<file path="config.mk">
export PLATFORM = sky130hd
export DESIGN_NAME = rotate_fb_sched
export DESIGN_NICKNAME = d
export VERILOG_FILES = /design/src/rtl/rotate_fb_sched.sv
export SDC_FILE = /design/constraint.sdc
export NUM_CORES = 1
export LEC_CHECK = 0
export BUFFER_PORTS_ARGS = -buffer_cell sky130_fd_sc_hd__buf_4
export CAP_MARGIN = 20
export CORE_MARGIN = 2
export CORE_UTILIZATION = 44
export CTS_CLUSTER_DIAMETER = 120
export DETAILED_ROUTE_END_ITERATION = 10
export HOLD_SLACK_MARGIN = 0.12
export PLACE_DENSITY = 0.85
export SLEW_MARGIN = 25
export SYNTH_ARGS = -nofsm -noshare
export SYNTH_HDL_FRONTEND = slang
export SYNTH_SLANG_ARGS = --single-unit
</file>
<file path="constraint.sdc">
create_clock -name clk -period 3.41 [get_ports clk]
set_clock_uncertainty 0.2 [all_clocks]
set_input_delay 0.5115 -clock clk [delete_from_list [all_inputs] [get_ports clk]]
set_output_delay 0.5115 -clock clk [all_outputs]
set_load 0.02 [all_outputs]
</file>
<file path="src/rtl/rotate_fb_sched.sv">
// rotate_fb_sched: triple-buffer bank scheduler for the rotation frame store.
// The writer fills one bank and the reader scans another. A completed frame
// waits in a third "ready" slot until the reader picks it up, so the reader
// never sees a torn frame and the writer never overwrites the displayed bank.
// Optional drop/repeat statistics are enabled with the macro ROT_FB_STATS_EN.
module rotate_fb_sched #(
    parameter int BUFSIZE = 76800,
    parameter int AW      = 18
) (
    input  logic          clk,
    input  logic          reset,
    input  logic          wr_frame_start,
    input  logic          wr_frame_done,
    input  logic          rd_frame_start,
    output logic [1:0]    wr_bank,
    output logic [1:0]    rd_bank,
    output logic [AW-1:0] wr_base,
    output logic [AW-1:0] rd_base,
    output logic          wr_active,
    output logic          rd_valid,
    output logic [15:0]   drop_cnt,
    output logic [15:0]   repeat_cnt
);

    typedef enum logic {IDLE, WRITING} wr_state_t;

    localparam logic [AW-1:0] BASE1 = AW'(BUFSIZE);
    localparam logic [AW-1:0] BASE2 = AW'(2 * BUFSIZE);

    wr_state_t   wr_state;
    logic        ready_valid;
    logic [1:0]  ready_bank;

    logic        publish;
    wr_state_t   wr_state_n;
    logic        ready_valid_n;
    logic [1:0]  ready_bank_n;
    logic [1:0]  rd_bank_n;
    logic [1:0]  wr_bank_n;
    logic        rd_valid_n;

    // Bank index to RAM base address as a constant mux (no multiplier).
    function automatic logic [AW-1:0] base_of(input logic [1:0] bank);
        case (bank)
            2'd1:    base_of = BASE1;
            2'd2:    base_of = BASE2;
            default: base_of = '0;
        endcase
    endfunction

    // Lowest bank that is neither the displayed bank nor the pending ready bank.
    function automatic logic [1:0] free_bank(input logic [1:0] rd_b,
                                             input logic       rdy_en,
                                             input logic [1:0] rdy_b);
        if (rd_b != 2'd0 && !(rdy_en && rdy_b == 2'd0))
            free_bank = 2'd0;
        else if (rd_b != 2'd1 && !(rdy_en && rdy_b == 2'd1))
            free_bank = 2'd1;
        else
            free_bank = 2'd2;
    endfunction

    // Next-state decode: done is handled before start, and a frame completing
    // in the same cycle as a reader request goes straight to the reader.
    always_comb begin
        publish       = (wr_state == WRITING) && wr_frame_done;
        wr_state_n    = wr_state;
        ready_valid_n = ready_valid;
        ready_bank_n  = ready_bank;
        rd_bank_n     = rd_bank;
        rd_valid_n    = rd_valid;
        wr_bank_n     = wr_bank;

        if (publish)
            wr_state_n = wr_frame_start ? WRITING : IDLE;
        else if (wr_frame_start)
            wr_state_n = WRITING;

        if (rd_frame_start) begin
            if (publish) begin
                rd_bank_n     = wr_bank;
                ready_valid_n = 1'b0;
                rd_valid_n    = 1'b1;
            end else if (ready_valid) begin
                rd_bank_n     = ready_bank;
                ready_valid_n = 1'b0;
                rd_valid_n    = 1'b1;
            end
        end else if (publish) begin
            ready_bank_n  = wr_bank;
            ready_valid_n = 1'b1;
        end

        if (publish)
            wr_bank_n = free_bank(rd_bank_n, ready_valid_n, ready_bank_n);
    end

    // Registered scheduler state and outputs; bases move with their bank.
    always_ff @(posedge clk or posedge reset) begin
        if (reset) begin
            wr_state    <= IDLE;
            wr_active   <= 1'b0;
            wr_bank     <= 2'd0;
            rd_bank     <= 2'd1;
            wr_base     <= '0;
            rd_base     <= BASE1;
            rd_valid    <= 1'b0;
            ready_valid <= 1'b0;
            ready_bank  <= 2'd2;
        end else begin
            wr_state    <= wr_state_n;
            wr_active   <= (wr_state_n == WRITING);
            wr_bank     <= wr_bank_n;
            rd_bank     <= rd_bank_n;
            wr_base     <= base_of(wr_bank_n);
            rd_base     <= base_of(rd_bank_n);
            rd_valid    <= rd_valid_n;
            ready_valid <= ready_valid_n;
            ready_bank  <= ready_bank_n;
        end
    end

`ifdef ROT_FB_STATS_EN
    logic drop_evt;
    logic repeat_evt;

    function automatic logic [15:0] sat_inc(input logic [15:0] v);
        sat_inc = (v == 16'hFFFF) ? v : v + 16'd1;
    endfunction

    assign drop_evt   = publish && !rd_frame_start && ready_valid;
    assign repeat_evt = rd_frame_start && !publish && !ready_valid && rd_valid;

    // Saturating drop/repeat counters, cleared only by reset.
    always_ff @(posedge clk or posedge reset) begin
        if (reset) begin
            drop_cnt   <= '0;
            repeat_cnt <= '0;
        end else begin
            if (drop_evt)
                drop_cnt <= sat_inc(drop_cnt);
            if (repeat_evt)
                repeat_cnt <= sat_inc(repeat_cnt);
        end
    end
`else
    assign drop_cnt   = '0;
    assign repeat_cnt = '0;
`endif

endmodule

</file>
==> run_results.csv, run 1 <==
group,metric,value,unit
clocking,path_clk_slew,0.08,ns
final_layout,instances_no_fill,170,
place,port_buffers,24,
route,antenna_left,0,
final_layout,final_cell_mix,"conb_1 (54), buf_4 (24), dfrtp_1 (11), inv_1 (7)",
final_layout,layout-drive-gt1-share,27.9,%
min_path,hp-class,"in2reg",
final_layout,nets,151,
clocking,post_cts_buffers,0,
setup_path,slowest_stage,"dfrtp_1",
sta,max_clock_freq,387,MHz
logic_synthesis,synthDistinctLibCells,28,
route,drtIter0Drc,8,
place,hpwl,1.21,mm
clocking,cts_buffer_depth,2,
global_routing,grt_max_degree,16,
floorplanning,coreArea,2480,sq um
logic_synthesis,synth_seq_cells,15,
clocking,cts_resized,0,
sta,hold_viol_final,0,
flow_run,drv_cap,0,
global_routing,grt_pass1_vias,469,
route,wl,1.55,mm
final_layout,diodes,0,
power,leakage,0.000651,uW
global_routing,antenna_found_initial,0,
outcome,run_status,"finished, final reports clean",
sta,rsz0062_at_grt,"false",
min_path,holdPathStages,2,
logic_synthesis,seq_area_frac_synth,33.2,%
route,remaining_drc_errors,0,
setup_path,worstPathMaxFanout,6,
place,place_inst,165,
clocking,cts_sinks,15,
route,dr.pass1.iters,3,
setup_path,crit_path_end_kind,"flop",
final_layout,area_delta_synth_final,-1.09,%
clocking,clock_latency,0.29,ns
route,viasPerCell,3.85,
sta,max-slew-margin-rel,64.1,%
clocking,htreeDepth,1,
final_layout,final_common_cell,"conb_1",
setup_path,startpoint_type,"flop",
logic_synthesis,syn_inst,120,
floorplanning,die-area,3030,sq um
route,detail_route.wl_per_cell,9.09,um
sta,worst_slew_pin_slew,0.538,ns
sta,final.setup.tns,0,ns
power,power-per-cell-area,595,nW/um^2
clocking,cts_hold_buffers,1,
sta,finalCritPeriodShare,75.7,%
clocking,ctsRootBufferMaster,"clkbuf_4",
setup_path,crit_type,"reg2reg",
logic_synthesis,yosysWarnings,0,
sta,final_max_slew_viol_count,0,
power,ir_drop,398,uV
logic_synthesis,synth_area,1150,sq um
route,vias,654,
floorplanning,fp.dieW,55.1,um
sta,fin_crit,2.58,ns
floorplanning,rows,18,
sta,setup_viol,0,
setup_path,r2r_cells,9,
floorplanning,io_pins,79,
floorplanning,die_y,55.1,um
final_layout,fin_util,45.8,%
place,gp_congestion,0.803,
global_routing,grt_overflow,0,
setup_path,cp.depth,9,
clocking,cts_made_buffers,3,
setup_path,cp_data_arrival_time,2.58,ns
global_routing,grt.total_usage,10.7,%
setup_path,cp_cell_sequence,"and2_1 -> o21a_1 -> o21ai_0 -> ha_1 -> a21boi_0 -> o21ai_2 -> and2_1 -> ha_1 -> inv_1",
setup_path,required,3.40,ns
clocking,cts_tree,"built",
setup_path,cp_num_buf_inv,1,
final_layout,fill_cells,247,
floorplanning,start_util,46.3,%
logic_synthesis,avgSynthCellArea,9.56,sq um
setup_path,cp_top_family,"compound AO/OA/AOI/OAI gates",
global_routing,grt_pass1_wl,2.18,mm
setup_path,critPathMaxStageDelay,0.43,ns
[path summary, 6_finish.rpt]
kind                                       to  slack (ns)      startpoint
max in group asynchronous         rd_base[11]        2.01           reset
worst max register to register    wr_base[11]        0.83        wr_state
min in group asynchronous       ready_bank[0]        0.63           reset
worst min register to register       rd_valid        0.28        rd_valid
worst max-delay path              wr_base[11]        0.83        wr_state
worst min-delay path                 wr_state        0.19  wr_frame_start
[through the flow]
stage | power [uW] | hold slack [ns] | worst slack (ns) | instance area [sq um]
3_3_place_gp | 571 | 0.260 | 0.630 | 1100
2_1_floorplan | 541 | 0.210 | 0.955 | 1350
5_1_grt | 720 | 0.197 | 0.639 | 1130
4_1_cts | 678 | 0.193 | 0.820 | 1130
3_5_place_dp | 576 | 0.271 | 0.628 | 1100
6_report | 675 | 0.188 | 0.827 | 1130
[sequential cells by signal (all words and copies together), names as in the netlist]
signal	cells
wr_base	3
rd_bank	2
rd_valid	1
wr_bank	2
rd_base	3
ready_bank	2
wr_state	1
ready_valid	1
[logic make-up (layout without fill, tap and decap cells)]
logic type | count (synthesis) | count (layout) | share of synthesized area [%]
multiplexers | 2 | 2 | 1.85
other | 1 | 54 | 0.327
buffers and inverters | 69 | 36 | 42.9
flip-flops | 15 | 15 | 33.2
adder cells (fa/ha/maj) | 5 | 5 | 5.45
AND/OR/NAND/NOR | 14 | 14 | 6.76
AO/OA/AOI/OAI | 14 | 14 | 9.60
[cell type report]
cell class | instances | area, sq um | area share, %
Sequential cell | 15 | 380 | 33.5
Tap cell | 30 | 37.5 | 3.31
Multi-Input combinational cell | 89 | 474 | 41.8
Clock buffer | 4 | 26.3 | 2.32
Timing Repair Buffer | 25 | 190 | 16.8
Inverter | 7 | 26.3 | 2.32
[Yosys cell counts]
cell type	n	share of area [%]
buf_4	62	41
dfrtp_1	11	24
inv_1	7	2.3
ha_1	5	5.5
nand2_1	5	1.6
dfstp_2	4	9.2
and2_1	2	1.1
nor2_1	2	0.65
o21a_1	2	1.3
o21ai_0	2	0.87
a21bo_2	1	0.87
a21boi_0	1	0.65
a21o_1	1	0.65
a21oi_1	1	0.44
a21oi_2	1	0.76
a31oi_1	1	0.55
a31oi_2	1	1.1
and3_1	1	0.55
conb_1	1	0.33
mux2_2	1	0.98
mux2i_1	1	0.87
nand3b_1	1	0.65
nand4_1	1	0.55
nand4_2	1	1.1
o21ai_2	1	0.76
o22ai_1	1	0.55
o22ai_2	1	1.1
or2_2	1	0.55
[per-layer routing]
layer	share of wire (%)	vias to the layer above	track usage (%)
li1	-	304	-
met1	34	302	12.1
met2	53	43	18.1
met3	9.8	5	1.61
met4	3.1	0	8.54
met5	0	-	0
[where the power goes]
group	switching (uW)	internal, uW
registers	27.5	233
logic	203	109
clock network	56.4	45.6
total	287	388
Power figures use the tool's default switching activity.
==> run 2: changes to the inputs <==
- ABC_AREA: not set -> 1
- CORE_UTILIZATION: 44 -> 38
- PLACE_DENSITY: 0.85 -> 0.77
- clock period: 3.41 -> 2.3 ns (I/O delays scaled with it)
==> run_results.csv, run 2 <==
group,metric,value,unit
logic_synthesis,synth_area_leaders,"buf_4 (39%), dfrtp_1 (23%), dfstp_2 (8.8%)",
sta,finalCritPeriodShare,93.1,%
route,drtIter0Drc,10,
sta,final.setup.tns,0,ns
setup_path,cp_data_arrival_time,2.12,ns
global_routing,grt.total_usage,8.69,%
sta,max_clock_freq,467,MHz
min_path,holdPathStages,3,
setup_path,crit_path_end_kind,"flop",
sta,fin_crit,2.14,ns
final_layout,final_common_cell,"conb_1",
clocking,post_cts_buffers,0,
power,leakage,0.000756,uW
route,viasPerCell,3.30,
setup_path,rrSetupSlack,0.16,ns
final_layout,diodes,0,
clocking,cts_buffer_depth,2,
global_routing,grt_max_degree,16,
logic_synthesis,yosysWarnings,0,
final_layout,area_delta_synth_final,8.18,%
clocking,cts_tree,"built",
sta,rsz0062_at_grt,"false",
logic_synthesis,synth_common_cells,"buf_4 (62), inv_1 (15), nand2_1 (13)",
global_routing,grt_pass1_vias,526,
route,antenna_left,0,
global_routing,grt_pass1_wl,2.28,mm
route,wl,1.58,mm
logic_synthesis,synthFlopType,"dfrtp_1",
floorplanning,die-area,3600,sq um
final_layout,top_regs,"rd_base (3), wr_base (3)",
final_layout,multiInputGateArea,492,sq um
clocking,clock_latency,0.28,ns
power,power-per-cell-area,907,nW/um^2
final_layout,ff_latch_area,382,sq um
flow_run,drv_cap,0,
final_layout,final_cell_mix,"conb_1 (54), buf_4 (34), inv_1 (15), nand2_1 (13), dfrtp_1 (10)",
min_path,min_to,"ready_valid",
logic_synthesis,synth.most_common_cell,"buf_4",
logic_synthesis,syn_inst,133,
clocking,htreeDepth,1,
clocking,cts_made_buffers,3,
setup_path,startpoint_type,"flop",
route,dr.pass1.iters,2,
final_layout,nets,175,
sta,hold_viol_final,0,
setup_path,r2r_cells,11,
logic_synthesis,synth_seq_cells,15,
logic_synthesis,synthDistinctLibCells,22,
floorplanning,start_util,39.4,%
floorplanning,fp.dieW,60.0,um
min_path,hp-class,"in2reg",
logic_synthesis,seq_area_frac_synth,31.9,%
route,remaining_drc_errors,0,
logic_synthesis,avgSynthCellArea,8.97,sq um
sta,setup_viol,0,
setup_path,crit_type,"reg2reg",
logic_synthesis,synth_top_area_share,39.0,%
place,port_buffers,24,
floorplanning,io_pins,79,
global_routing,grt_overflow,0,
place,hpwl,1.33,mm
clocking,cts_sinks,15,
min_path,min_from,"rd_frame_start",
setup_path,rr_startpoint,"wr_state",
sta,worst_slack,0.159,ns
logic_synthesis,synth-async-reset-ratio,100,%
logic_synthesis,synth_edf_count,0,
place,place_inst,202,
clocking,path_clk_slew,0.09,ns
clocking,ctsRootBufferMaster,"clkbuf_4",
sta,final_max_slew_viol_count,0,
place,place_worst_setup_slack,-0.0131,ns
final_layout,layout-drive-gt1-share,36.0,%
logic_synthesis,synth_area,1190,sq um
power,ir_drop,421,uV
logic_synthesis,synth.largest_area_cell,"buf_4",
setup_path,worstPathMaxFanout,5,
final_layout,instances_no_fill,208,
power,p_total,1170,uW
place,gp_congestion,0.829,
floorplanning,rows,20,
setup_path,required,2.28,ns
route,detail_route.wl_per_cell,7.58,um
setup_path,worstReg2RegEnd,"wr_base[11]",
sta,whs,0.156,ns
sta,max-slew-margin-rel,63.1,%
floorplanning,coreArea,3030,sq um
global_routing,antenna_found_initial,0,
outcome,run_status,"finished, final reports clean",
sta,worst_slew_pin_slew,0.553,ns
final_layout,fill_cells,305,
route,vias,686,
floorplanning,die_y,60.0,um
[run 2: cell types whose count changed after synthesis, sizes merged, moves of 3 or more]
cell	before	now
nand2	5	17
nor2	2	5
inv	7	16
o21ai	3	0
nand3	0	3
[run 2: power by group]
part	switching [uW]	internal, uW	total (uW)
Combinational	382	244	626
Clock	82.3	67.3	150
Sequential	40.8	354	395
[run 2: cells by family (layout without fill, tap and decap cells)]
family	Yosys count	count (layout)	share of synthesized area [%]
AOI/OAI and AO/OA	6	6	5.35
adders and majority gates	5	5	5.25
buffers and inverters	78	56	44.1
DFF	15	15	31.9
other	1	54	0.314
and+or+nand+nor	28	28	13.1
[run 2: critical path: stages, from the launching register on]
cell and delay (ns):
dfrtp_2 0.43, nand2_4 0.07, inv_1 0.08, o211ai_1 0.19, and2_4 0.19, inv_1 0.05, ha_1 0.18, o21bai_4 0.17
nand3_1 0.09, nand2_1 0.09, ha_1 0.28, inv_1 0.03
[run 2: timing repair]
item / in CTS / in global routing
hold buffers: 2 / 0
hold endpoints to repair: 12 / 0
gates resized for setup: 0 / 2
setup endpoints to repair: 0 / 1
[run 2: layout make-up]
class / instances / share of cell area, %
clock buffer: 4 / 2.04
inverter: 16 / 4.66
multi-input combinational: 93 / 38.1
sequential: 15 / 29.6
tap: 44 / 4.27
timing repair buffer: 36 / 21.3
[run 2: per-layer routing]
metal / GRT usage, % / vias to the layer above / part of all wire [%]
li1: - / 343 / -
met5: 0 / - / 0
met4: 4.76 / 0 / 1.5
met3: 1.95 / 4 / 7.6
met2: 14.0 / 36 / 53
met1: 10.7 / 303 / 38
[run 2: metrics by stage]
stage | cell area (sq um) | util (%)
after floorplan | 1390 | -
after global placement | 1240 | 40.9
after detailed placement | 1240 | 40.9
after CTS | 1280 | 42.4
after global routing | 1290 | 42.6
final | 1290 | 42.6
[run 2: worst max-delay path by stage]
stage / endpoint / startpoint / depth (start not counted) / slack [ns]
final: wr_base[11] / wr_state / 11 / 0.16
after global routing: wr_base[11] / wr_state / 12 / 0.001
after CTS: wr_base[11] / wr_state / 12 / 0.05
after detailed placement: wr_base[11] / wr_frame_done / 13 / -0.01
after global placement: wr_base[11] / wr_frame_done / 13 / 0.03
after floorplan: wr_base[11] / wr_state / 12 / 0.06
==> run 3: changes to the inputs <==
- CORE_UTILIZATION: 38 -> 42
- PLACE_DENSITY: 0.77 -> 0.8
- clock period: 2.3 -> 2.24 ns (I/O delays scaled with it)
==> run_results.csv, run 3 (synthesis gave the netlist of run 2 again) <==
group,metric,value,unit
outcome,run_status,"finished, final reports clean",
sta,max_clock_freq,477,MHz
clocking,clock_latency,0.28,ns
sta,worst_slew_pin_slew,0.552,ns
power,leakage,0.000771,uW
clocking,cts_sinks,15,
setup_path,required,2.22,ns
setup_path,cp_data_arrival_time,2.08,ns
floorplanning,coreArea,2730,sq um
global_routing,grt_overflow,0,
floorplanning,die-area,3280,sq um
place,placed_area,1230,sq um
sta,setup_viol,0,
floorplanning,fp.dieW,57.3,um
setup_path,cp_top_family,"adder cells",
clocking,ctsRootBufferMaster,"clkbuf_4",
flow_run,drv_cap,0,
final_layout,final_common_cell,"conb_1",
route,detail_route.wl_per_cell,8.22,um
sta,hold_viol_final,0,
final_layout,layout-drive-gt1-share,39.8,%
clocking,cts_made_buffers,3,
route,remaining_drc_errors,0,
route,wl,1.62,mm
global_routing,grt_max_degree,16,
floorplanning,rows,19,
setup_path,cp_num_buf_inv,3,
clocking,path_clk_slew,0.09,ns
sta,fin_crit,2.09,ns
sta,final.setup.tns,0,ns
floorplanning,die_y,57.3,um
sta,worst_slack,0.145,ns
setup_path,worstPathMaxFanout,5,
route,antenna_left,0,
power,p_total,1220,uW
route,drtIter0Drc,4,
place,place_worst_setup_slack,-0.120,ns
setup_path,critPathMaxStageDelay,0.43,ns
floorplanning,io_pins,79,
global_routing,antenna_found_initial,0,
setup_path,slowest_stage,"dfrtp_2",
final_layout,fill_cells,273,
place,gp_congestion,0.741,
sta,final_max_slew_viol_count,0,
clocking,cts_tree,"built",
setup_path,cp_cell_sequence,"nand2_4 -> inv_2 -> o211ai_1 -> and2_4 -> inv_1 -> ha_1 -> o21bai_4 -> nor2_2 -> nor2_2 -> ha_1 -> inv_1",
sta,rsz0062_at_grt,"false",
global_routing,grt_pass1_vias,614,
clocking,htreeDepth,1,
setup_path,crit_path_end_kind,"flop",
final_layout,top_regs,"rd_base (3), wr_base (3)",
setup_path,startpoint_type,"flop",
min_path,hp-class,"in2reg",
place,port_buffers,24,
power,power-per-cell-area,935,nW/um^2
sta,max-slew-margin-rel,63.1,%
place,hpwl,1.33,mm
global_routing,grt.total_usage,10.3,%
global_routing,grt_pass1_wl,2.57,mm
final_layout,area_delta_synth_final,9.44,%
final_layout,nets,177,
clocking,cts_buffer_depth,2,
power,ir_drop,563,uV
final_layout,diodes,0,
final_layout,final_cell_mix,"conb_1 (54), buf_4 (36), inv_1 (13), nand2_1 (13), dfrtp_1 (10)",
route,viasPerCell,3.60,
final_layout,fin_area,1310,sq um
route,dr.pass1.iters,3,
setup_path,crit_type,"reg2reg",
route,vias,710,
floorplanning,start_util,43.6,%
sta,finalCritPeriodShare,93.5,%
-- run 3: cell count changes in the layout (fill, tap and decap cells not counted), sizes merged --
| cell | previous run | this run |
|---|---|---|
| clkbuf | 4 | 3 |
| clkinv | 0 | 1 |
| buf | 34 | 36 |
-- run 3: timing repair --
item                                   4_1_cts  5_1_grt
setup endpoints to repair                    1        1
gates resized for setup                      1        6
pin swaps                                    0        3
hold buffers                                 2        0
endpoints found under the hold margin       12        0
setup buffers                                0        1
-- run 3: routing by layer --
layer  GRT usage (%)  vias to the layer above  share of wire (%)
li1                -                      351                  -
met1            12.9                      325                 40
met2            16.4                       32                 53
met3            2.04                        2                6.4
met4            5.98                        0               0.86
met5               0                        -                  0
-- run 3: worst paths after layout --
| path | from | to | slack (ns) | cells past startpoint |
|---|---|---|---|---|
| min | rd_frame_start | ready_valid | 0.15 | 3 |
| max in group asynchronous | reset | wr_state | 0.98 | 3 |
| max reg2reg | wr_state | wr_base[11] | 0.15 | 11 |
| min in group asynchronous | reset | rd_base[14] | 0.46 | 3 |
| min reg2reg | rd_valid | rd_valid | 0.29 | 1 |
| max | wr_state | wr_base[11] | 0.15 | 11 |
-- run 3: power by group --
part | switching [uW] | internal [uW]
combinational | 403 | 260
sequential | 39.7 | 363
clock | 87.6 | 66.3
total | 530 | 690
-- run 3: final cells by class --
class / instances / area [sq um] / share of cell area (%)
multi-input combinational: 93 / 507 / 38.8
sequential: 15 / 382 / 29.2
timing repair buffer: 38 / 290 / 22.2
inverter: 16 / 60.1 / 4.60
tap: 31 / 38.8 / 2.97
clock buffer: 3 / 22.5 / 1.73
clock inverter: 1 / 5.00 / 0.384
-- run 3: worst min-delay path, stage by stage --
cell and delay [ns]:
buf_4 0.09, buf_4 0.13, a21oi_4 0.04
-- run 3: through the flow --
step           utilization, %  hold slack (ns)  cells
6_report                 47.7            0.149    197
3_5_place_dp             44.9            0.237    190
4_1_cts                  46.8            0.127    196
5_1_grt                  47.7            0.128    197
3_3_place_gp             44.9            0.229    190
2_1_floorplan               -           0.0345    186
